--- config.mk ---
export PLATFORM = sky130hd
export DESIGN_NAME = fe_source_sequencer
export DESIGN_NICKNAME = d
export VERILOG_FILES = /design/src/rtl/fe_pkg.sv /design/src/rtl/fe_smp_divider.sv /design/src/rtl/fe_source_sequencer.sv
export SDC_FILE = /design/constraint.sdc
export NUM_CORES = 1
export LEC_CHECK = 0
export CAP_MARGIN = 20
export CORE_MARGIN = 10
export CORE_UTILIZATION = 61
export CTS_BUF_LIST = sky130_fd_sc_hd__clkbuf_4
export CTS_CLUSTER_SIZE = 40
export DETAILED_ROUTE_END_ITERATION = 8
export HOLD_SLACK_MARGIN = 0.15
export PLACE_DENSITY = 0.88
export RECOVER_POWER = 50
export SYNTH_ARGS = -nofsm -noshare
export SYNTH_HDL_FRONTEND = slang
export SYNTH_SLANG_ARGS = --single-unit
--- constraint.sdc ---
create_clock -name clk -period 3.8 [get_ports clk]
set_input_delay 0.95 -clock clk [delete_from_list [all_inputs] [get_ports clk]]
set_output_delay 0.95 -clock clk [all_outputs]
set_load 0.02 [all_outputs]
--- src/rtl/fe_pkg.sv ---
// Shared types and constants for the audio front-end source sequencer and its
// sample-rate divider.
package fe_pkg;

    localparam int FE_DIV_W = 11;

    typedef enum logic [1:0] {
        SRC_PCM   = 2'd0,
        SRC_POSDC = 2'd1,
        SRC_NEGDC = 2'd2,
        SRC_TRI   = 2'd3
    } src_sel_e;

    typedef enum logic [2:0] {
        RATE_44K1 = 3'd0,
        RATE_48K  = 3'd1,
        RATE_88K2 = 3'd2,
        RATE_96K  = 3'd3,
        RATE_192K = 3'd4
    } rate_code_e;

    // Divider terminal counts for a 49.152 MHz mclk; period is terminal+1 clks.
    localparam logic [FE_DIV_W-1:0] DIV_TERM_44K1   = 11'h45A;
    localparam logic [FE_DIV_W-1:0] DIV_TERM_48K    = 11'h3FF;
    localparam logic [FE_DIV_W-1:0] DIV_TERM_88K2   = 11'h22C;
    localparam logic [FE_DIV_W-1:0] DIV_TERM_96K    = 11'h1FF;
    localparam logic [FE_DIV_W-1:0] DIV_TERM_192K   = 11'h0FF;
    localparam logic [FE_DIV_W-1:0] DIV_TERM_DEFAULT = 11'h3FF;

    typedef enum logic [2:0] {
        IDLE   = 3'd0,
        RUN    = 3'd1,
        MUTE   = 3'd2,
        SWITCH = 3'd3,
        SETTLE = 3'd4
    } fe_state_e;

    function automatic logic [FE_DIV_W-1:0] rate_terminal(input logic [2:0] rate);
        case (rate)
            RATE_44K1: rate_terminal = DIV_TERM_44K1;
            RATE_48K:  rate_terminal = DIV_TERM_48K;
            RATE_88K2: rate_terminal = DIV_TERM_88K2;
            RATE_96K:  rate_terminal = DIV_TERM_96K;
            RATE_192K: rate_terminal = DIV_TERM_192K;
            default:   rate_terminal = DIV_TERM_DEFAULT;
        endcase
    endfunction

endpackage

--- src/rtl/fe_smp_divider.sv ---
// Sample-rate divider: counts 0..terminal and emits a registered one-clk strobe
// on the clk following the terminal count.
module fe_smp_divider
    import fe_pkg::*;
#(
    parameter int DIV_W = FE_DIV_W
) (
    input  logic             clk,
    input  logic             rst_n,
    input  logic [DIV_W-1:0] terminal,
    input  logic             clear,
    input  logic             enable,
    output logic [DIV_W-1:0] count,
    output logic             strobe
);

    logic [DIV_W-1:0] count_q, count_d;
    logic             strobe_q, strobe_d;

    always_comb begin
        count_d  = count_q;
        strobe_d = 1'b0;
        if (clear) begin
            count_d = '0;
        end else if (enable) begin
            // >= so a terminal that shrinks under a running count still wraps
            if (count_q >= terminal) begin
                count_d  = '0;
                strobe_d = 1'b1;
            end else begin
                count_d = count_q + DIV_W'(1);
            end
        end
    end

    always_ff @(posedge clk or negedge rst_n) begin
        if (!rst_n) begin
            count_q  <= '0;
            strobe_q <= 1'b0;
        end else begin
            count_q  <= count_d;
            strobe_q <= strobe_d;
        end
    end

    assign count  = count_q;
    assign strobe = strobe_q;

endmodule

--- src/rtl/fe_source_sequencer.sv ---
// Front-end source/rate sequencer: every SW change of source or rate is applied
// under mute (mute, switch, settle, unmute), paced by the sample strobe.
//
// state  | meaning
// IDLE   | run low; divider held at 0, muted
// RUN    | active source playing, unmuted
// MUTE   | muted, waiting MUTE_SMPS strobes before switching
// SWITCH | one clk: latch requests, restart divider
// SETTLE | muted, waiting SETTLE_SMPS strobes before unmuting
module fe_source_sequencer
    import fe_pkg::*;
#(
    parameter int MUTE_SMPS   = 4,
    parameter int SETTLE_SMPS = 8,
    parameter int DIV_W       = 11
) (
    input  logic             clk,
    input  logic             rst_n,
    input  logic             run,
    input  logic [1:0]       req_select,
    input  logic [2:0]       req_rate,
    output logic             smp_strobe,
    output logic [1:0]       src_select,
    output logic [2:0]       rate_active,
    output logic             mute,
    output logic             busy,
    output logic [DIV_W-1:0] smp_count
);

    localparam logic [7:0] MUTE_LAST   = 8'(MUTE_SMPS - 1);
    localparam logic [7:0] SETTLE_LAST = 8'(SETTLE_SMPS - 1);

    fe_state_e        state_q, state_d;
    logic [1:0]       src_q, src_d;
    logic [2:0]       rate_q, rate_d;
    logic [7:0]       scnt_q, scnt_d;
    logic             req_diff;
    logic             div_clear;
    logic             div_enable;
    logic [DIV_W-1:0] div_terminal;

    assign req_diff = (req_select != src_q) || (req_rate != rate_q);

    always_comb begin
        state_d = state_q;
        src_d   = src_q;
        rate_d  = rate_q;
        case (state_q)
            IDLE: begin
                state_d = SETTLE;
                src_d   = req_select;
                rate_d  = req_rate;
            end
            RUN: begin
                if (req_diff) state_d = MUTE;
            end
            MUTE: begin
                if (smp_strobe && scnt_q == MUTE_LAST) state_d = SWITCH;
            end
            SWITCH: begin
                state_d = SETTLE;
                src_d   = req_select;
                rate_d  = req_rate;
            end
            SETTLE: begin
                // Already muted, so a late request change skips straight to SWITCH
                if (smp_strobe && scnt_q == SETTLE_LAST) state_d = req_diff ? SWITCH : RUN;
            end
            default: state_d = IDLE;
        endcase
        if (!run) begin
            state_d = IDLE;
            src_d   = src_q;
            rate_d  = rate_q;
        end
    end

    always_comb begin
        scnt_d = scnt_q;
        if (state_d != state_q) begin
            scnt_d = '0;
        end else if (smp_strobe && busy) begin
            scnt_d = scnt_q + 8'd1;
        end
    end

    always_ff @(posedge clk or negedge rst_n) begin
        if (!rst_n) begin
            state_q <= IDLE;
            src_q   <= SRC_PCM;
            rate_q  <= RATE_48K;
            scnt_q  <= '0;
        end else begin
            state_q <= state_d;
            src_q   <= src_d;
            rate_q  <= rate_d;
            scnt_q  <= scnt_d;
        end
    end

    // Clearing on entry keeps both the count and the strobe at zero through SWITCH/IDLE
    assign div_clear    = (state_d == IDLE) || (state_d == SWITCH);
    assign div_enable   = (state_q != IDLE);
    assign div_terminal = DIV_W'(rate_terminal(rate_q));

    fe_smp_divider #(
        .DIV_W (DIV_W)
    ) u_divider (
        .clk      (clk),
        .rst_n    (rst_n),
        .terminal (div_terminal),
        .clear    (div_clear),
        .enable   (div_enable),
        .count    (smp_count),
        .strobe   (smp_strobe)
    );

    assign src_select  = src_q;
    assign rate_active = rate_q;
    assign mute        = (state_q != RUN);
    assign busy        = (state_q == MUTE) || (state_q == SWITCH) || (state_q == SETTLE);

endmodule

==> impl_metrics.env, run 1 <==
export IMPL_status="finished with violations"
export IMPL_clockRootBuffer="clkbuf_4"
export IMPL_final_min_clock_period_ns=3.06
export IMPL_synth_area_top_cells="dfrtp_1 35%, ha_1 7.8%, xor2_1 6.8%"
export IMPL_power_total_mw=0.680
export IMPL_drc=0
export IMPL_r2r_cells=10
export IMPL_num_fill_cells=221
export IMPL_vias_per_cell=6.07
export IMPL_max_clock_path_buffers=2
export IMPL_leakage_nw=0.955
export IMPL_ys_warnings_count=0
export IMPL_antenna_found_initial=0
export IMPL_fmax_mhz=327
export IMPL_cp_arrival_ns=2.11
export IMPL_crit_fanout=11
export IMPL_syn_area_mm2=0.00193
export IMPL_cts_setup_buffers=0
export IMPL_grt_setup_unrepaired="false"
export IMPL_drv_slew=29
export IMPL_cts_tree="done"
export IMPL_ys_seq_area_frac=0.364
export IMPL_syn_area_per_cell_um2=10.0
export IMPL_nNetsFinal=239
export IMPL_ys_types=51
export IMPL_die_area_mm2=0.00581
export IMPL_placed_area_mm2=0.00222
export IMPL_tightest_slew_ns=1.56
export IMPL_final_hold_viol_count=0
export IMPL_overflow=0
export IMPL_ys_ff_latch=28
export IMPL_place_ws_ns=0.535
export IMPL_cts_htree_levels=1
export IMPL_fin_skew_ns=0.00441
export IMPL_hold_path_class="register to register"
export IMPL_finish_utilization=0.740
export IMPL_vdd_drop_max_uv=268
export IMPL_cts_resized=0
export IMPL_die_x_um=76.2
export IMPL_die_h_um=76.2
export IMPL_syn_to_final_growth_pct=17.1
export IMPL_violations="max-capacitance violations, max-slew violations"
export IMPL_wl_per_cell_um=17.4
export IMPL_fin_cells=262
export IMPL_portBuffers=26
export IMPL_drive_gt1_frac=0.147
export IMPL_async_reset_ff_frac=1.00
export IMPL_synth_edf_count=0
export IMPL_place_hpwl_um=3380
export IMPL_dp_cells=258
export IMPL_grtUsageTotal=0.161
export IMPL_slew_headroom=-0.0371
export IMPL_cp_end_kind="primary output"
export IMPL_core_area_mm2=0.00305
export IMPL_required_ns=2.85
export IMPL_post_route_period_util=0.806
export IMPL_worst_hold_slack_ns=0.580
export IMPL_min_path_cells=2
export IMPL_n_antenna_cell=0
export IMPL_syn_instance_count=192
export IMPL_initial_utilization=0.632
export IMPL_postRouteAntennaNets=0
export IMPL_place_gp_congestion=0.913
export IMPL_grt_pass1_wl_um=7970
export IMPL_path_class="register to primary output"
export IMPL_drv_cap=1
export IMPL_drt_first_iter_violations=137
export IMPL_synth_flop_cell="dfrtp_1"
export IMPL_grt_max_degree=29
export IMPL_clock_sinks=28
export IMPL_ios=27
export IMPL_rows=20
export IMPL_clk_pin_slew_worst_paths_ns=0.16
export IMPL_power_density_mw_per_mm2=301
export IMPL_synth_area_leader_cell="dfrtp_1"
export IMPL_routed_via_count=1591
export IMPL_start_kind="register"
export IMPL_final_area_mm2=0.00226
export IMPL_holdBufCountCts=0
export IMPL_synth_top_area_frac=0.350
export IMPL_finalWorstSetupSlack_ns=0.739
export IMPL_grt_pass1_vias=1666
export IMPL_wl_um=4560
export IMPL_fin_setup_tns_ns=0
export IMPL_drt_pre_antenna_iters=4
export IMPL_cts_buffers=3
export IMPL_setup_viol=0
export IMPL_clk_latency_ns=0.34
export IMPL_syn_nets=212
-- layer usage --
metal  up-vias  GRT usage  part of all wire
li1        748          -                 -
met1       774      0.180              0.40
met2        54      0.285              0.51
met3        15     0.0554             0.070
met4         0     0.0390             0.019
met5         -          0                 0
-- cell usage in the layout, fill, tap and decap left out, types with 2 or more instances in the layout --
master | synthesis | routed
nand3b_1 | 2 | 2
and2_1 | 3 | 3
inv_1 | 7 | 7
clkbuf_4 | 0 | 3
nor4b_4 | 2 | 2
nor4_2 | 9 | 9
xor2_1 | 15 | 15
ha_1 | 12 | 12
xnor2_1 | 7 | 7
mux2_2 | 5 | 4
clkdlybuf4s50_1 | 0 | 22
and3_1 | 3 | 3
nand4_1 | 8 | 8
dlygate4sd3_1 | 0 | 4
or2_2 | 2 | 2
o21ai_0 | 3 | 3
a21oi_1 | 6 | 7
dfrtp_1 | 27 | 27
nand3_1 | 8 | 8
nor2_1 | 18 | 18
nor3_1 | 4 | 5
nand2_1 | 14 | 14
-- area by class of cell --
class	instances	area (um^2)	area share
multi-input combinational	151	1150	0.510
sequential	28	702	0.311
timing repair buffer	28	272	0.120
tap	44	55.1	0.0244
clock inverter	1	30.0	0.0133
inverter	7	26.3	0.0116
clock buffer	3	22.5	0.00997
-- cells by family (layout without fill, tap and decap cells) --
kind of cell | Yosys count | count (layout) | share of synthesized area
flops | 28 | 28 | 0.364
mux | 5 | 5 | 0.0292
fa+ha+maj | 12 | 12 | 0.0778
compound gates | 26 | 26 | 0.103
simple gates | 86 | 86 | 0.292
xor+xnor | 22 | 22 | 0.0999
buf+inv | 13 | 39 | 0.0344
-- Yosys cell counts, types with 2 or more instances --
cell,n
nor3_2,2
and2_1,3
a21oi_1,6
nand3_1,8
o21ai_0,3
nand3b_1,2
nor2_1,18
xor2_1,15
inv_1,7
dfrtp_1,27
ha_1,12
a21oi_2,2
clkbuf_1,2
mux2_2,5
nor4b_4,2
nand2_1,14
nor3_1,4
or2_2,2
nand4_1,8
buf_6,2
xnor2_1,7
and3_1,3
buf_2,2
nor4_2,9
-- critical path: stages, from the launching register on --
cell and delay (ns):
dfrtp_1 0.55, and2b_1 0.30, or2_2 0.36, clkdlybuf4s50_1 0.55
-- report_power, final --
part	switching [mW]	internal, mW
Combinational	0.0810	0.0647
Sequential	0.0202	0.311
Clock	0.0965	0.107
-- final timing paths --
check	from	endpoint	slack, ns
worst max-delay path	state_q[2]	busy	0.74
min in group asynchronous	rst_n	u_divider.count[4]	1.50
worst min register to register	scnt_q[1]	scnt_q[1]	0.58
max in group asynchronous	rst_n	scnt_q[0]	1.41
worst min-delay path	scnt_q[1]	scnt_q[1]	0.58
worst max register to register	rate_active[0]	u_divider.count[6]	0.96
-- sequential cells by signal, indices dropped and copies added, names as in the netlist --
| name | flops |
|---|---|
| src_select | 2 |
| rate_active | 3 |
| u_divider.strobe | 1 |
| state_q | 3 |
| u_divider.count | 11 |
| scnt_q | 8 |
No activity file was read; power rests on OpenSTA's default activity.
==> run 2: changes to the inputs <==
--- a/config.mk
+++ b/config.mk
@@ -7,12 +7,12 @@
 export LEC_CHECK = 0
 export CAP_MARGIN = 20
 export CORE_MARGIN = 10
-export CORE_UTILIZATION = 61
+export CORE_UTILIZATION = 51
 export CTS_BUF_LIST = sky130_fd_sc_hd__clkbuf_4
 export CTS_CLUSTER_SIZE = 40
 export DETAILED_ROUTE_END_ITERATION = 8
 export HOLD_SLACK_MARGIN = 0.15
-export PLACE_DENSITY = 0.88
+export PLACE_DENSITY = 0.78
 export RECOVER_POWER = 50
 export SYNTH_ARGS = -nofsm -noshare
 export SYNTH_HDL_FRONTEND = slang
==> constraint.sdc (replaced) <==
create_clock -name clk -period 2.8 [get_ports clk]
set_input_delay 0.7 -clock clk [delete_from_list [all_inputs] [get_ports clk]]
set_output_delay 0.7 -clock clk [all_outputs]
set_load 0.02 [all_outputs]
==> impl_metrics.env, run 2 (synthesis gave the netlist of run 1 again) <==
export IMPL_required_ns=2.10
export IMPL_max_clock_path_buffers=2
export IMPL_drv_slew=28
export IMPL_cts_tree="done"
export IMPL_fmax_mhz=368
export IMPL_setup_viol=0
export IMPL_drt_first_iter_violations=81
export IMPL_drv_cap=1
export IMPL_clock_sinks=28
export IMPL_antenna_found_initial=0
export IMPL_n_antenna_cell=0
export IMPL_grt_pass1_wl_um=7360
export IMPL_start_kind="register"
export IMPL_drt_pre_antenna_iters=4
export IMPL_die_x_um=81.5
export IMPL_routed_via_count=1588
export IMPL_die_h_um=81.5
export IMPL_grtUsageTotal=0.137
export IMPL_violations="max-capacitance violations, max-slew violations"
export IMPL_cp_arrival_ns=2.02
export IMPL_vias_per_cell=5.77
export IMPL_die_area_mm2=0.00664
export IMPL_wl_per_cell_um=16.4
export IMPL_clk_latency_ns=0.34
export IMPL_grt_max_degree=29
export IMPL_top_layer="met4"
export IMPL_place_gp_congestion=0.888
export IMPL_path_class="register to primary output"
export IMPL_core_area_mm2=0.00366
export IMPL_final_area_mm2=0.00237
export IMPL_final_common_cell="dfrtp_1"
export IMPL_wl_um=4520
export IMPL_status="finished with violations"
export IMPL_num_fill_cells=309
export IMPL_drc=0
export IMPL_tightest_slew_ns=1.51
export IMPL_wl_met3_um=301
export IMPL_syn_to_final_growth_pct=23.0
export IMPL_vdd_drop_max_uv=191
export IMPL_drive_gt1_frac=0.211
export IMPL_wl_met2_um=2120
export IMPL_place_hpwl_um=3260
export IMPL_cp_end_kind="primary output"
export IMPL_final_min_clock_period_ns=2.72
export IMPL_power_density_mw_per_mm2=360
export IMPL_postRouteAntennaNets=0
export IMPL_met1Wirelength_um=2050
export IMPL_clk_pin_slew_worst_paths_ns=0.15
export IMPL_overflow=0
export IMPL_nNetsFinal=248
export IMPL_crit_fanout=11
export IMPL_holdBufCountCts=0
export IMPL_initial_utilization=0.527
export IMPL_slew_headroom=-0.00342
export IMPL_placed_area_mm2=0.00228
export IMPL_final_hold_viol_count=0
export IMPL_grt_setup_unrepaired="true"
export IMPL_leakage_nw=1.00
export IMPL_portBuffers=26
export IMPL_largest_register_ffs=11
export IMPL_hold_path_class="register to register"
export IMPL_cts_htree_levels=1
export IMPL_rows=22
export IMPL_grt_pass1_vias=1535
export IMPL_layout_common_cells="26 x dfrtp_1, 25 x clkdlybuf4s50_1, 18 x nor2_1"
export IMPL_power_total_mw=0.853
export IMPL_ios=27
export IMPL_fin_skew_ns=0.00176
export IMPL_clockRootBuffer="clkbuf_4"
export IMPL_post_route_period_util=0.970
export IMPL_cts_buffers=3
==> run 2: changes by cell type in the layout (fill, tap and decap cells not counted), moves of 2 or more <==
cell / previous run / this run
clkdlybuf4s50_1: 22 / 25
dlygate4sd3_1: 4 / 1
buf_4: 1 / 8
nand3b_4: 0 / 2
==> run 2: metal layers <==
layer / vias to the layer above / track usage
li1: 767 / -
met1: 769 / 0.183
met2: 47 / 0.215
met3: 5 / 0.0338
met4: 0 / 0.0398
met5: - / 0
==> run 2: stage by stage <==
step | hold slack, ns | TNS, ns | instances | utilization | setup WS (ns)
after CTS | 0.563 | 0 | 272 | 0.631 | 0.0200
after global placement | 0.532 | 0 | 268 | 0.623 | 0.0812
after global routing | 0.607 | -0.173 | 275 | 0.648 | -0.0467
after floorplan | 0.404 | 0 | 192 | - | 0.267
final | 0.565 | 0 | 275 | 0.648 | 0.0829
after detailed placement | 0.543 | 0 | 268 | 0.623 | 0.0660
==> run 2: critical path: stages (launching register included) <==
cell and delay (ns):
dfrtp_2 0.52, and2b_1 0.24, or2_2 0.35, clkdlybuf4s50_1 0.56
==> run 2: power breakdown <==
group	total [mW]	internal, mW	switching, mW
Sequential	0.438	0.422	0.0152
Combinational	0.236	0.109	0.127
Clock	0.180	0.0526	0.127
Total	0.853	0.584	0.269
==> run 2: area by class of cell <==
| class | instances | area, um^2 | share of cell area |
|---|---|---|---|
| inverters | 7 | 26.3 | 0.0111 |
| well taps | 48 | 60.1 | 0.0253 |
| flip-flops and latches | 28 | 703 | 0.296 |
| repair buffers | 36 | 344 | 0.145 |
| clock buffers | 3 | 22.5 | 0.00949 |
| clock inverters | 1 | 3.75 | 0.00158 |
| multi-input cells | 152 | 1210 | 0.511 |
==> run 2: timing repair <==
item	CTS	global route
endpoints found under the setup margin	0	13
gates resized for setup	0	9
endpoints found under the hold margin	0	0
buffers inserted	0	2
==> run 2: worst paths after layout <==
path	start	end	slack (ns)	cells after the start
max in group asynchronous	rst_n	state_q[1]	0.60	2
setup reg to reg	rate_active[0]	u_divider.count[10]	0.12	10
min in group asynchronous	rst_n	scnt_q[4]	1.23	2
setup / recovery	state_q[1]	busy	0.08	3
hold reg to reg	scnt_q[1]	scnt_q[1]	0.56	2
hold / removal	scnt_q[1]	scnt_q[1]	0.56	2
==> run 3: changes to the inputs <==
--- a/config.mk
+++ b/config.mk
@@ -6,6 +6,7 @@
 export NUM_CORES = 1
 export LEC_CHECK = 0
 export CAP_MARGIN = 20
+export CORE_ASPECT_RATIO = 1.4
 export CORE_MARGIN = 10
 export CORE_UTILIZATION = 51
 export CTS_BUF_LIST = sky130_fd_sc_hd__clkbuf_4
==> impl_metrics.env, run 3 (synthesis gave the netlist of run 1 again) <==
export IMPL_status="finished with violations"
export IMPL_violations="max-capacitance violations, max-slew violations"
export IMPL_timing_rr_start="rate_active[2]"
export IMPL_final_min_clock_period_ns=2.71
export IMPL_startpoint="state_q[2]"
export IMPL_clockRootBuffer="clkbuf_4"
export IMPL_postRouteAntennaNets=0
export IMPL_r2r_end="u_divider.count[6]"
export IMPL_setup_viol=0
export IMPL_fin_skew_ns=0.00280
export IMPL_crit_end="busy"
export IMPL_clk_latency_ns=0.34
export IMPL_wl_um=4560
export IMPL_die_x_um=72.0
export IMPL_ios=27
export IMPL_portBuffers=26
export IMPL_vias_per_cell=5.84
export IMPL_vdd_drop_max_uv=367
export IMPL_power_density_mw_per_mm2=397
export IMPL_critPathMaxStageDelay_ns=0.55
export IMPL_grt_pass1_vias=1574
export IMPL_cts_buffers=3
export IMPL_wl_per_cell_um=17.1
export IMPL_rrSetupSlack_ns=0.21
export IMPL_fmax_mhz=369
export IMPL_cpLargestDelayFamily="simple AND/OR/NAND/NOR gates"
export IMPL_clock_sinks=28
export IMPL_syn_to_final_growth_pct=21.5
export IMPL_grt_pass1_wl_um=7560
export IMPL_cp_end_kind="primary output"
export IMPL_drt_pre_antenna_iters=6
export IMPL_max_clock_path_buffers=2
export IMPL_rows=26
export IMPL_drv_cap=1
export IMPL_die_area_mm2=0.00668
export IMPL_cts_setup_buffers=0
export IMPL_post_route_period_util=0.968
export IMPL_crit_fanout=7
export IMPL_grt_setup_unrepaired="false"
export IMPL_leakage_nw=0.987
export IMPL_routed_via_count=1553
export IMPL_drc=0
export IMPL_final_common_cell="dfrtp_1"
export IMPL_final_hold_viol_count=0
export IMPL_multi_input_area_mm2=0.00119
export IMPL_num_fill_cells=304
export IMPL_required_ns=2.10
export IMPL_layout_common_cells="25 x dfrtp_1, 23 x clkdlybuf4s50_1, 18 x nor2_1"
export IMPL_drt_first_iter_violations=88
export IMPL_grtUsageTotal=0.136
export IMPL_start_kind="register"
export IMPL_drv_slew=29
export IMPL_antenna_found_initial=0
export IMPL_nNetsFinal=245
export IMPL_cpMaxStageDelayCell="clkdlybuf4s50_1"
export IMPL_cp_arrival_ns=2.01
export IMPL_largest_register_ffs=11
export IMPL_place_gp_congestion=0.868
export IMPL_cts_htree_levels=1
export IMPL_overflow=0
export IMPL_grt_max_degree=29
export IMPL_core_area_mm2=0.00364
export IMPL_hold_path_class="register to register"
export IMPL_drive_gt1_frac=0.183
export IMPL_tightest_slew_ns=1.54
export IMPL_r2r_cells=9
export IMPL_die_h_um=92.8
export IMPL_clk_pin_slew_worst_paths_ns=0.16
export IMPL_n_antenna_cell=0
export IMPL_path_buf_inv=1
export IMPL_slew_headroom=-0.0252
export IMPL_path_class="register to primary output"
export IMPL_cts_tree="done"
export IMPL_finish_utilization=0.644
export IMPL_seq_area_um2=704
export IMPL_holdBufCountCts=0
export IMPL_critical_path_cell_chain="and2b_1 > or2_2 > clkdlybuf4s50_1"
export IMPL_cp_depth=3
export IMPL_initial_utilization=0.530
export IMPL_fin_setup_tns_ns=0
export IMPL_place_hpwl_um=3370
## run 3: area by class of cell
cell class | count | area share
Multi-Input combinational cell | 152 | 0.510
Sequential cell | 28 | 0.300
Timing Repair Buffer | 33 | 0.134
Tap cell | 42 | 0.0224
Clock inverter | 1 | 0.0128
Inverter | 7 | 0.0112
Clock buffer | 3 | 0.00961
## run 3: power by group
group / leakage (nW) / switching, mW / internal (mW)
registers: 0.372 / 0.0215 / 0.423
clock network: 0.0279 / 0.127 / 0.145
logic: 0.587 / 0.117 / 0.0980
## run 3: worst min path at each step
stage,start,endpoint,cells past startpoint
2_1_floorplan,rst_n,rate_active[1],0
3_3_place_gp,scnt_q[1],scnt_q[1],2
3_5_place_dp,scnt_q[1],scnt_q[1],2
4_1_cts,scnt_q[1],scnt_q[1],2
5_1_grt,scnt_q[1],scnt_q[1],2
6_report,scnt_q[1],scnt_q[1],2
## run 3: worst reg2reg max path: stages, from the launching register on
cell,delay (ns)
dfrtp_2,0.47
or3_1,0.38
inv_1,0.10
ha_1,0.25
a21o_1,0.17
a2111oi_2,0.34
o31ai_1,0.16
o311ai_2,0.16
nand3b_4,0.18
nor4_1,0.27
## run 3: what timing repair did
action	4_1_cts	5_1_grt
endpoints found under the hold margin	0	0
resized for setup	0	8
endpoints found under the setup margin	0	12
## run 3: through the flow
stage | hold slack, ns | cells | instance area, um^2 | setup WS, ns | power (mW)
CTS | 0.560 | 265 | 2320 | 0.0391 | 0.947
global route | 0.592 | 266 | 2340 | 0.00204 | 0.980
finish | 0.561 | 266 | 2340 | 0.0891 | 0.932
floorplan | 0.404 | 192 | 1930 | 0.267 | 0.578
global placement | 0.527 | 261 | 2270 | 0.129 | 0.664
detailed placement | 0.541 | 261 | 2270 | 0.0498 | 0.668
## run 3: layer usage
metal  vias up  share of wire  GRT usage
met5         -              0          0
met4         0          0.021     0.0583
met3         9          0.033     0.0246
met2        29           0.54      0.245
met1       753           0.40      0.150
li1        762              -          -
